`config.mk`:
```
export PLATFORM = sky130hd
export DESIGN_NAME = cart_irq_ctrl_flat
export DESIGN_NICKNAME = d
export VERILOG_FILES = /design/src/rtl/cart_irq_ctrl_if.sv /design/src/rtl/cart_irq_ctrl.sv /design/src/flat_wrapper.sv
export SDC_FILE = /design/constraint.sdc
export NUM_CORES = 1
export LEC_CHECK = 0
export CORE_MARGIN = 2
export CORE_UTILIZATION = 52
export CTS_CLUSTER_DIAMETER = 200
export CTS_CLUSTER_SIZE = 8
export DETAILED_ROUTE_END_ITERATION = 8
export GPL_ROUTABILITY_DRIVEN = 0
export PLACE_DENSITY = 0.78
export REMOVE_ABC_BUFFERS = 1
export SETUP_SLACK_MARGIN = 0.2
export SLEW_MARGIN = 20
export SYNTH_ARGS = -nofsm -noshare
export SYNTH_HDL_FRONTEND = slang
export SYNTH_SLANG_ARGS = --single-unit
```
`constraint.sdc`:
```
create_clock -name FastClk -period 2.4 [get_ports FastClk]
set_clock_uncertainty 0.15 [all_clocks]
set_input_delay 0.72 -clock FastClk [delete_from_list [all_inputs] [get_ports FastClk]]
set_output_delay 0.72 -clock FastClk [all_outputs]
set_load 0.05 [all_outputs]
```
`src/rtl/cart_irq_ctrl_if.sv`:
```
// Register-bus bundle between the I/O register decoder and the cartridge interrupt controller.
interface cart_irq_ctrl_if;
  logic       RegWrite;
  logic [1:0] RegAddr;
  logic [7:0] RegWData;
  logic [7:0] RegRData;

  modport master (output RegWrite, RegAddr, RegWData, input RegRData);
  modport slave  (input RegWrite, RegAddr, RegWData, output RegRData);
endinterface

```
`src/rtl/cart_irq_ctrl.sv`:
```
// Cartridge interrupt controller: latched SPI/TF-card/MCU/timer events driving active-low nCartInt.
// Define CART_IRQ_TIMER_EN to build the periodic timer (status bit 3, TIMER_LO/TIMER_HI registers).
module cart_irq_ctrl #(
  parameter logic [15:0] DEBOUNCE_CYCLES = 16'd50000,
  parameter int          PRESCALE_DIV    = 1024
) (
  input  logic           FastClk,
  input  logic           nReset,
  cart_irq_ctrl_if.slave bus,
  input  logic           SpiDone,
  input  logic           nTFDetect,
  input  logic           nMCUIrq,
  output logic           nCartInt
);

  logic        tf_s1_q, tf_s1_d, tf_s2_q, tf_s2_d;
  logic        mcu_s1_q, mcu_s1_d, mcu_s2_q, mcu_s2_d, mcu_prev_q, mcu_prev_d;
  logic        card_present_q, card_present_d;
  logic [15:0] deb_cnt_q, deb_cnt_d;
  logic [4:0]  status_q, status_d;
  logic [4:0]  enable_q, enable_d;
  logic        n_cart_int_q, n_cart_int_d;

  logic        tf_present, evt_insert, evt_remove, timer_fire;
  logic [4:0]  evt_set, w1c;
  logic [15:0] tmr_rd;
  logic [7:0]  rdata;
  logic        wr_status, wr_enable;

  assign wr_status = bus.RegWrite && (bus.RegAddr == 2'd0);
  assign wr_enable = bus.RegWrite && (bus.RegAddr == 2'd1);

`ifdef CART_IRQ_TIMER_EN
  localparam int          PW         = $clog2(PRESCALE_DIV);
  localparam logic [PW-1:0] PRESC_LAST = PW'(PRESCALE_DIV - 1);
  localparam logic [4:0]  ENABLE_MASK = 5'h1F;

  logic [7:0]    shadow_lo_q, shadow_lo_d;
  logic [15:0]   reload_q, reload_d;
  logic [15:0]   tmr_cnt_q, tmr_cnt_d;
  logic [PW-1:0] presc_q, presc_d;
  logic          wr_tlo, wr_thi;

  assign wr_tlo = bus.RegWrite && (bus.RegAddr == 2'd2);
  assign wr_thi = bus.RegWrite && (bus.RegAddr == 2'd3);

  // A HI write restarts the period from a fresh prescaler phase, overriding any tick in that cycle.
  always_comb begin
    shadow_lo_d = shadow_lo_q;
    reload_d    = reload_q;
    tmr_cnt_d   = tmr_cnt_q;
    presc_d     = presc_q;
    timer_fire  = 1'b0;
    if (wr_tlo) shadow_lo_d = bus.RegWData;
    if (wr_thi) begin
      reload_d  = {bus.RegWData, shadow_lo_q};
      tmr_cnt_d = {bus.RegWData, shadow_lo_q};
      presc_d   = '0;
    end else if (presc_q == PRESC_LAST) begin
      presc_d = '0;
      if (tmr_cnt_q == 16'd1) begin
        timer_fire = 1'b1;
        tmr_cnt_d  = reload_q;
      end else if (tmr_cnt_q != 16'd0) begin
        tmr_cnt_d = tmr_cnt_q - 16'd1;
      end
    end else begin
      presc_d = presc_q + PW'(1);
    end
  end

  always_ff @(posedge FastClk or negedge nReset) begin
    if (!nReset) begin
      shadow_lo_q <= '0;
      reload_q    <= '0;
      tmr_cnt_q   <= '0;
      presc_q     <= '0;
    end else begin
      shadow_lo_q <= shadow_lo_d;
      reload_q    <= reload_d;
      tmr_cnt_q   <= tmr_cnt_d;
      presc_q     <= presc_d;
    end
  end

  assign tmr_rd = tmr_cnt_q;
`else
  localparam logic [4:0] ENABLE_MASK = 5'h17;
  localparam int unused_prescale_div = PRESCALE_DIV;
  logic unused_wdata;

  assign timer_fire   = 1'b0;
  assign tmr_rd       = 16'h0000;
  assign unused_wdata = ^bus.RegWData[7:5];
`endif

  assign tf_present = ~tf_s2_q;

  always_comb begin
    tf_s1_d        = nTFDetect;
    tf_s2_d        = tf_s1_q;
    mcu_s1_d       = nMCUIrq;
    mcu_s2_d       = mcu_s1_q;
    mcu_prev_d     = mcu_s2_q;
    card_present_d = card_present_q;
    deb_cnt_d      = 16'd0;
    evt_insert     = 1'b0;
    evt_remove     = 1'b0;
    if (tf_present != card_present_q) begin
      if (deb_cnt_q == DEBOUNCE_CYCLES - 16'd1) begin
        card_present_d = ~card_present_q;
        evt_insert     = ~card_present_q;
        evt_remove     = card_present_q;
      end else begin
        deb_cnt_d = deb_cnt_q + 16'd1;
      end
    end
    evt_set = {mcu_prev_q & ~mcu_s2_q, timer_fire, evt_remove, evt_insert, SpiDone};
    // Setting after clearing lets a same-cycle event win over a W1C.
    w1c      = wr_status ? bus.RegWData[4:0] : 5'h00;
    status_d = (status_q & ~w1c) | evt_set;
    enable_d = wr_enable ? (bus.RegWData[4:0] & ENABLE_MASK) : enable_q;
    n_cart_int_d = ~|(status_q & enable_q);
  end

  always_ff @(posedge FastClk or negedge nReset) begin
    if (!nReset) begin
      tf_s1_q        <= 1'b1;
      tf_s2_q        <= 1'b1;
      mcu_s1_q       <= 1'b1;
      mcu_s2_q       <= 1'b1;
      mcu_prev_q     <= 1'b1;
      card_present_q <= 1'b0;
      deb_cnt_q      <= '0;
      status_q       <= '0;
      enable_q       <= '0;
      n_cart_int_q   <= 1'b1;
    end else begin
      tf_s1_q        <= tf_s1_d;
      tf_s2_q        <= tf_s2_d;
      mcu_s1_q       <= mcu_s1_d;
      mcu_s2_q       <= mcu_s2_d;
      mcu_prev_q     <= mcu_prev_d;
      card_present_q <= card_present_d;
      deb_cnt_q      <= deb_cnt_d;
      status_q       <= status_d;
      enable_q       <= enable_d;
      n_cart_int_q   <= n_cart_int_d;
    end
  end

  always_comb begin
    rdata = 8'h00;
    case (bus.RegAddr)
      2'd0:    rdata = {card_present_q, 2'b00, status_q};
      2'd1:    rdata = {3'b000, enable_q};
      2'd2:    rdata = tmr_rd[7:0];
      default: rdata = tmr_rd[15:8];
    endcase
  end

  assign bus.RegRData = rdata;
  assign nCartInt     = n_cart_int_q;

endmodule

```
`src/flat_wrapper.sv`:
```
// flat-port wrapper written by rule: the top's interface ports become plain ports
module cart_irq_ctrl_flat 
#(
  parameter logic [15:0] DEBOUNCE_CYCLES = 16'd50000,
  parameter int          PRESCALE_DIV    = 1024
)
  (FastClk, nReset, SpiDone, nTFDetect, nMCUIrq, nCartInt, bus_RegWrite, bus_RegAddr, bus_RegWData, bus_RegRData);
  cart_irq_ctrl_if bus_i ();
  input  logic FastClk;
  input  logic nReset;
  input  logic SpiDone;
  input  logic nTFDetect;
  input  logic nMCUIrq;
  output logic nCartInt;
  input wire logic [$bits(bus_i.RegWrite)-1:0] bus_RegWrite;
  input wire logic [$bits(bus_i.RegAddr)-1:0] bus_RegAddr;
  input wire logic [$bits(bus_i.RegWData)-1:0] bus_RegWData;
  output wire logic [$bits(bus_i.RegRData)-1:0] bus_RegRData;
  assign bus_i.RegWrite = bus_RegWrite;
  assign bus_i.RegAddr = bus_RegAddr;
  assign bus_i.RegWData = bus_RegWData;
  assign bus_RegRData = bus_i.RegRData;
  cart_irq_ctrl #(.DEBOUNCE_CYCLES(DEBOUNCE_CYCLES), .PRESCALE_DIV(PRESCALE_DIV)) u_core (.FastClk(FastClk), .nReset(nReset), .bus(bus_i), .SpiDone(SpiDone), .nTFDetect(nTFDetect), .nMCUIrq(nMCUIrq), .nCartInt(nCartInt));
endmodule
```
==> run summary, run 1 <==
The fraction of the cycle the final worst path needs came out at 0.944. Leaving out fill and tap cells, the most frequent cell in the layout is dfrtp_1. The later-pin clock latency in the skew report came out at between 300 and 400 ps.

The endpoint identified for the worst register-to-register timing path is u_core.deb_cnt_q[12]. Setup repair after global routing could not meet its margin everywhere. Of the cells placed in the final design, the portion with a size suffix greater than 1 is 0.276. The total clock buffers created by CTS is 5.

The number of hold-slack violations in the final timing report came out at 0. The clock tree root buffer cell is clkbuf_4. In the routed layout, each cell is associated on average with a via count of 5.38. Setup total negative slack on the finished layout was measured at 0 ps. Buffers placed on the I/O ports in this run total 19.

The post-synthesis register bit count is 32. Yosys mapped the design onto 34 distinct sky130hd cell types. The internal power component came out at 0.768 mW.

The first routing iteration left 27 violations. The number of fillers in the final layout came out at between 200 and 250. The remaining design rule violation count is 0. The final-report setup violation count came out at 0. The initial utilization of the core area, before any placement, comes to 0.541. The final count of pins violating max slew is 0. In this run the most critical hold path is launched from u_core.mcu_s1_q. The clock net in this run drives a total of 32 sinks. The maximum root-to-sink buffer count came out at 2.

The number of antenna cells inserted came out at 0. The leakage power of the design came out at 0.777 nW. The overall routing resource usage is 0.190. For hold timing, the worst endpoint is u_core.mcu_prev_d. Tracing the worst setup path back leads to its startpoint at bus_RegAddr[0]. The setup check on the worst reg-to-reg path leaves a slack of between 500 and 600 ps. The number of instances in the synthesized netlist is 134.

The worst setup path is launched from an input pin. The met3 wirelength from detailed routing is 96 µm. The number of top-level pins is 25. The tool flagged a number of max-cap violations equal to 0. The number of cells on the worst reg-to-reg path came out at 5. The tightest min-delay check is of the flop to flop type.

The critical path is of the input pin to output pin type. dfrtp_1 takes more of the synthesized area than any other cell. The startpoint identified for the worst register-to-register timing path is u_core.deb_cnt_q[0]. The total global routing overflow is 0. The top cell types in the final layout, fill and taps aside, are dfrtp_1 (26), nand2_1 (14), nor2_1 (14).

The half-perimeter wire length after placement is 1.86 mm. The share of total power dissipated in combinational logic is 0.169. The final net count is 179. The clock transition at the registers of the reported paths came out at around 100 ps.

The pre-antenna-repair detailed-routing pass consisted of 4 iterations. TritonCTS built the clock tree. The layout overhead on the synthesized area came out at 25.5%.

The site row count came out at 19. The maximum level of the CTS H-tree is 2. The maximum frequency from static timing analysis came out at 441 MHz. The shortest period the worst path allows came out at around 2300 ps.

After detailed routing, the average wire length per cell comes to around 14 µm. The run finished with clean final reports. The switching power share of the total came out at 0.283.

The worst setup path is captured at an output pin. The share of synthesized area in the top cell type comes to 0.440. The post-synth design cell area came out at 1480 µm². The number of antenna violations at the first check in global routing is 0.

The final cell utilization of the core came out at 0.679. Wires add up to 2.67 mm. The via count is around 1000. The power spent charging and discharging nets came out at 0.303 mW. The die outline area is 3290 µm². The share of power burned in registers came out at 0.557. For this block, wires on met1 add up to roughly 1.3 mm.

The post-synthesis sequential area ratio came out at 0.547. The data required time of the critical path is 1530 ps. Measured along the x axis, the die boundary spans 57.3 µm.

The clock network fraction of total power is 0.275. The post-detailed-route count of antenna-violating nets is 0. In the post-synthesis netlist, the biggest area contributors are dfrtp_1 (44%), dfstp_2 (11%), xnor2_1 (7.7%).

The largest vdd supply drop is 0.458 mV. For the worst setup path, the data arrival time is 1400 ps. The total core area came out at ~2700 µm². The total number of yosys warnings came out at 0. In this run the power density over the cells is 577 nW/µm². The post-route cell area is approximately 1900 µm². The count of hold-fix buffers inserted at cts is 0. The number of global-route vias before repair came out at 1003. The detailed route wirelength on metal2 came out at 1.23 mm. The synthesized area per cell came out at 11.0 µm². The largest net degree at the start of global routing is 33. Measured along the y axis, the die boundary spans ~57 µm.

The first-pass GRT wire length is 4.57 mm. Along the worst path, the maximum fanout reaches 7. The placed instances occupy a cell area of about 1800 µm². Counting instances, the worst hold path has a depth of 0. The highest metal layer carrying signal wires in the routed design is met4.
==> per-layer routing <==
metal	up-vias	track usage
li1	515	-
met1	510	0.255
met2	14	0.273
met3	5	0.0884
met4	0	0.0698
met5	-	0
==> state kept, by name, summed over array words and instances (netlist names) <==
| name | count |
|---|---|
| u_core.mcu_prev_d | 1 |
| u_core.status_q | 5 |
| u_core.mcu_s1_q | 1 |
| u_core.nCartInt | 1 |
| u_core.card_present_q | 1 |
| u_core.mcu_prev_q | 1 |
| u_core.enable_q | 4 |
| u_core.tf_s1_q | 1 |
| u_core.deb_cnt_q | 16 |
| u_core.tf_s2_q | 1 |
==> timing repair <==
action / in CTS / in global routing
pin swaps: 2 / 2
setup buffers: 1 / 0
gates resized for setup: 14 / 3
setup endpoints to repair: 6 / 6
cloned: 0 / 0
==> power by group through the flow <==
| stage | Clock [mW] | Combinational (mW) | Sequential (mW) |
|---|---|---|---|
| 6_report | 0.294 | 0.180 | 0.596 |
| 5_1_grt | 0.341 | 0.194 | 0.600 |
| 4_1_cts | 0.308 | 0.179 | 0.596 |
| 3_5_place_dp | 0 | 0.176 | 0.606 |
| 3_3_place_gp | 0 | 0.173 | 0.603 |
| 2_1_floorplan | 0 | 0.0766 | 0.615 |
==> logic make-up after synthesis <==
| group | share of synthesized area |
|---|---|
| XOR/XNOR | 0.0888 |
| adder cells (fa/ha/maj) | 0.00846 |
| multiplexers | 0.0575 |
| buffers and inverters | 0.0262 |
| AO/OA/AOI/OAI | 0.0372 |
| flip-flops | 0.547 |
| other | 0.00254 |
| AND/OR/NAND/NOR | 0.233 |
==> through the flow <==
step	cells	hold slack, ps	power (mW)	worst slack (ps)
2_1_floorplan	130	195	0.692	-348
3_3_place_gp	185	198	0.776	-256
3_5_place_dp	185	197	0.782	-283
4_1_cts	194	213	1.08	109
5_1_grt	194	219	1.13	99.9
6_report	194	211	1.07	135
==> critical path, stage by stage <==
cell	delay, ps
buf_6	90
buf_8	130
mux2i_1	110
nor2_1	170
buf_12	160
==> synth_stat cells <==
library cell,instances
a21boi_0,1
a21o_1,1
a221oi_1,1
a22o_1,1
and3_1,2
and4bb_1,1
buf_2,1
buf_4,2
buf_6,1
clkbuf_1,1
conb_1,1
dfrtp_1,26
dfstp_2,6
ha_1,1
inv_1,1
mux2_2,4
mux2i_1,4
nand2_1,14
nand2_2,1
nand3_1,5
nand3b_1,1
nand4_1,4
nand4_4,1
nor2_1,17
nor2_2,4
nor3_1,4
nor3b_1,3
nor4_1,4
nor4b_2,1
nor4bb_1,1
o21ai_0,3
o31ai_1,1
xnor2_1,13
xor2_1,2
==> worst max path at each step <==
stage	to	depth (start not counted)	slack, ps
floorplan	bus_RegRData[3]	1	-350
global placement	bus_RegRData[2]	5	-260
detailed placement	bus_RegRData[4]	5	-280
CTS	bus_RegRData[4]	5	110
global route	bus_RegRData[4]	5	100
finish	bus_RegRData[4]	5	130
==> cell type report <==
| class | instances | area (µm²) | area share |
|---|---|---|---|
| tap | 31 | 38.8 | 0.0209 |
| clock inverter | 3 | 18.8 | 0.0101 |
| multi-input combinational | 97 | 653 | 0.352 |
| sequential | 32 | 808 | 0.435 |
| inverter | 1 | 3.75 | 0.00202 |
| clock buffer | 5 | 37.5 | 0.0202 |
| timing repair buffer | 25 | 297 | 0.160 |
(Power assumes the default switching activity.)
==> inputs of run 2 (changes only) <==
CELL_PAD_IN_SITES_DETAIL_PLACEMENT = 0   (was unset)
CELL_PAD_IN_SITES_GLOBAL_PLACEMENT = 1   (was unset)
CORE_UTILIZATION = 44   (was 52)
GPL_TIMING_DRIVEN = 0   (was unset)
PLACE_DENSITY = 0.83   (was 0.78)
TNS_END_PERCENT = 100   (was unset)
==> run 2 against run 1 <==
  * Global-route usage fell by 1.5 points
  * Core utilization fell by 14 points
  * Power rose by 0.19%
==> run summary, run 2 (synthesized netlist as in run 1, its figures left out) <==
The count of hold-fix buffers inserted at cts is 0 (unchanged). The shortest period the worst path allows is 2160 ps (-105 ps). The flip-flop count of the largest register, all copies and words added came to 16 (unchanged).

On the critical path the largest part of the delay comes from buffers and inverters. The final net count is 173 (-3.4%). The number of global-route vias before repair came out at 1053 (+5.0%). The worst-margin pin slew is 710 ps. The number of antenna violations at the first check in global routing is 0 (unchanged). The relative slew slack is 0.525. STA classifies the critical path startpoint as an input pin. The endpoint arrival time on the critical path is 1290 ps (-110 ps). The site row count was 21 (+2). The fraction of layout instances using a drive strength above 1 is 0.236 (-0.0404). The initial cell density of the core is 0.450 (-0.0907).

TritonCTS built the clock tree. The maximum root-to-sink buffer count is 2 (unchanged). The final non-filler cell total came out at 203 (+4.6%). The reported max-cap violation count is 0 (unchanged). The number of search-and-repair iterations in the first detailed-routing pass is 4 (unchanged).

The setup TNS came to 0 ps (unchanged). The largest vdd supply drop was 0.307 mV (-33%). The first-pass GRT wire length is 4.73 mm (+3.5%).

The type of the worst setup path is input pin to output pin. The worst slack after detailed placement came to -946 ps (-663 ps). Setup repair after global routing left no endpoint under its margin. The total power came out at 1.07 mW (+0.19%). The remaining design rule violation count came out at 0 (unchanged).

The largest registers in the layout are u_core.deb_cnt_q x16, u_core.status_q x5, u_core.enable_q x4. The highest-delay cell along the critical path is mux2i_1. The half-perimeter wire length after placement came out at 1.91 mm (+2.6%). The total placed cells including tap cells is 195 (+5.4%). The most common cell after layout, fill and taps aside is dfrtp_1. The clock transition at the registers of the reported paths is 90 ps (about the same). The clock sink count was 32 (unchanged). The via count is 1042 (-0.19%). The hold slack is 214 ps (+3.87 ps).

The delay contributed by the slowest stage of the critical path came out at 220 ps (+50 ps). The later-pin clock latency in the skew report came out at 330 ps (about the same). In the layout the commonest cells are dfrtp_1 (26), nor2_1 (17), nand2_1 (14). The number of top-level pins is 25 (unchanged). Walking the worst path, the cells encountered are buf_6 > mux2i_1 > nor2_1 > buf_6. The number of antenna cells inserted is 0 (unchanged). The total clock buffers created by CTS came out at 5 (unchanged). STA classifies the critical path endpoint as an output pin.

The average wire per cell in the routed design is 13.8 µm (+0.30%). The leakage power of the design was 0.730 nW (-6.1%). The final wirelength is 2.80 mm (+4.9%). The total global routing overflow came out at 0 (unchanged). The cell occurring most often along the worst timing path is buf_6. The post-route worst setup slack is 240 ps (+105 ps). The fraction of the cycle the final worst path needs was 0.900 (-0.0438). The power per cell area is 610 nW/µm² (+5.8%). The layout overhead on the synthesized area came out at 19.0%. The maximum level of the CTS H-tree was 2 (unchanged). The run finished with clean final reports. The largest net degree at the start of global routing is 33 (unchanged).

The number of hold-slack violations in the final timing report is 0 (unchanged). The top register by number of flip-flops is u_core.deb_cnt_q. The overall routing resource usage came out at 0.176 (-0.0146). The number of buffers inserted by port buffering is 19 (unchanged). The number of buffers and inverters on the critical path was 2 (-1).

The final count of pins violating max slew is 0 (unchanged). The post-detailed-route count of antenna-violating nets is 0 (unchanged). The total core area came out at 3280 µm² (+20%). In this run the worst hold path is classified as flop to flop. The die outline area is 3840 µm² (+17%).

The clock tree root buffer cell is clkbuf_4. The largest driver fanout on the critical path is 8 (+1). The initial DRC count came out at 53 (+96%).

The number of fillers in the final layout came out at 285 (+32%). The die outline height was 62.0 µm (+8.1%). The floorplan die width came out at 62.0 µm (+8.1%). The detail-routed via count per cell came out at 5.13 (-4.6%). The data required time of the critical path came out at 1530 ps (about the same). The final-report setup violation count is 0 (unchanged). The maximum frequency from static timing analysis was 463 MHz (+4.9%).
-- run 2: changes by cell type in the layout (fill, tap and decap cells not counted) --
cell	previous run	this run
buf_8	1	0
clkbuf_8	0	1
buf_4	6	2
buf_6	1	5
nor2_2	7	4
clkdlybuf4s50_1	10	9
nor2_1	14	17
buf_12	6	0
clkdlybuf4s15_2	0	1
clkinv_4	1	0
buf_2	1	2
-- run 2: through the flow --
step,cell area [µm²],utilization
2_1_floorplan,1450,-
3_3_place_gp,1700,0.516
3_5_place_dp,1690,0.515
4_1_cts,1740,0.531
5_1_grt,1760,0.536
6_report,1760,0.536
-- run 2: area by class of cell --
class	instances	area, µm²	area share
clock buffer	6	51.3	0.0292
clock inverter	2	10.0	0.00569
inverter	1	3.75	0.00213
multi-input combinational	97	646	0.367
sequential	32	808	0.459
tap	46	57.6	0.0327
timing repair buffer	19	183	0.104
-- run 2: worst paths after layout --
check	end	from	cells after the start	slack [ps]
min in group asynchronous	u_core.deb_cnt_q[11]	nReset	1	270
setup / recovery	bus_RegRData[4]	bus_RegAddr[0]	4	240
setup reg to reg	u_core.deb_cnt_q[3]	u_core.deb_cnt_q[0]	5	550
max in group asynchronous	u_core.deb_cnt_q[2]	nReset	1	1380
hold / removal	u_core.mcu_prev_d	u_core.mcu_s1_q	0	210
hold reg to reg	u_core.mcu_prev_d	u_core.mcu_s1_q	0	210
-- run 2: routing by layer --
metal / vias to the layer above / share of wire / GRT usage / wire (µm)
li1: 505 / - / - / -
met4: 0 / 0.017 / 0.0638 / 47
met5: - / 0 / 0 / 0
met2: 17 / 0.47 / 0.268 / 1330
met1: 514 / 0.46 / 0.221 / 1280
met3: 6 / 0.053 / 0.0787 / 147
-- run 2: timing repair --
action,CTS,global route
setup buffers,0,0
setup endpoints to repair,8,4
gates resized for setup,55,4
pin swaps,1,0
-- run 2: report_power, final --
| part | total [mW] | internal [mW] | switching (mW) |
|---|---|---|---|
| Sequential | 0.596 | 0.574 | 0.0216 |
| Clock | 0.322 | 0.139 | 0.183 |
| Combinational | 0.155 | 0.0613 | 0.0933 |
| Total | 1.07 | 0.775 | 0.298 |
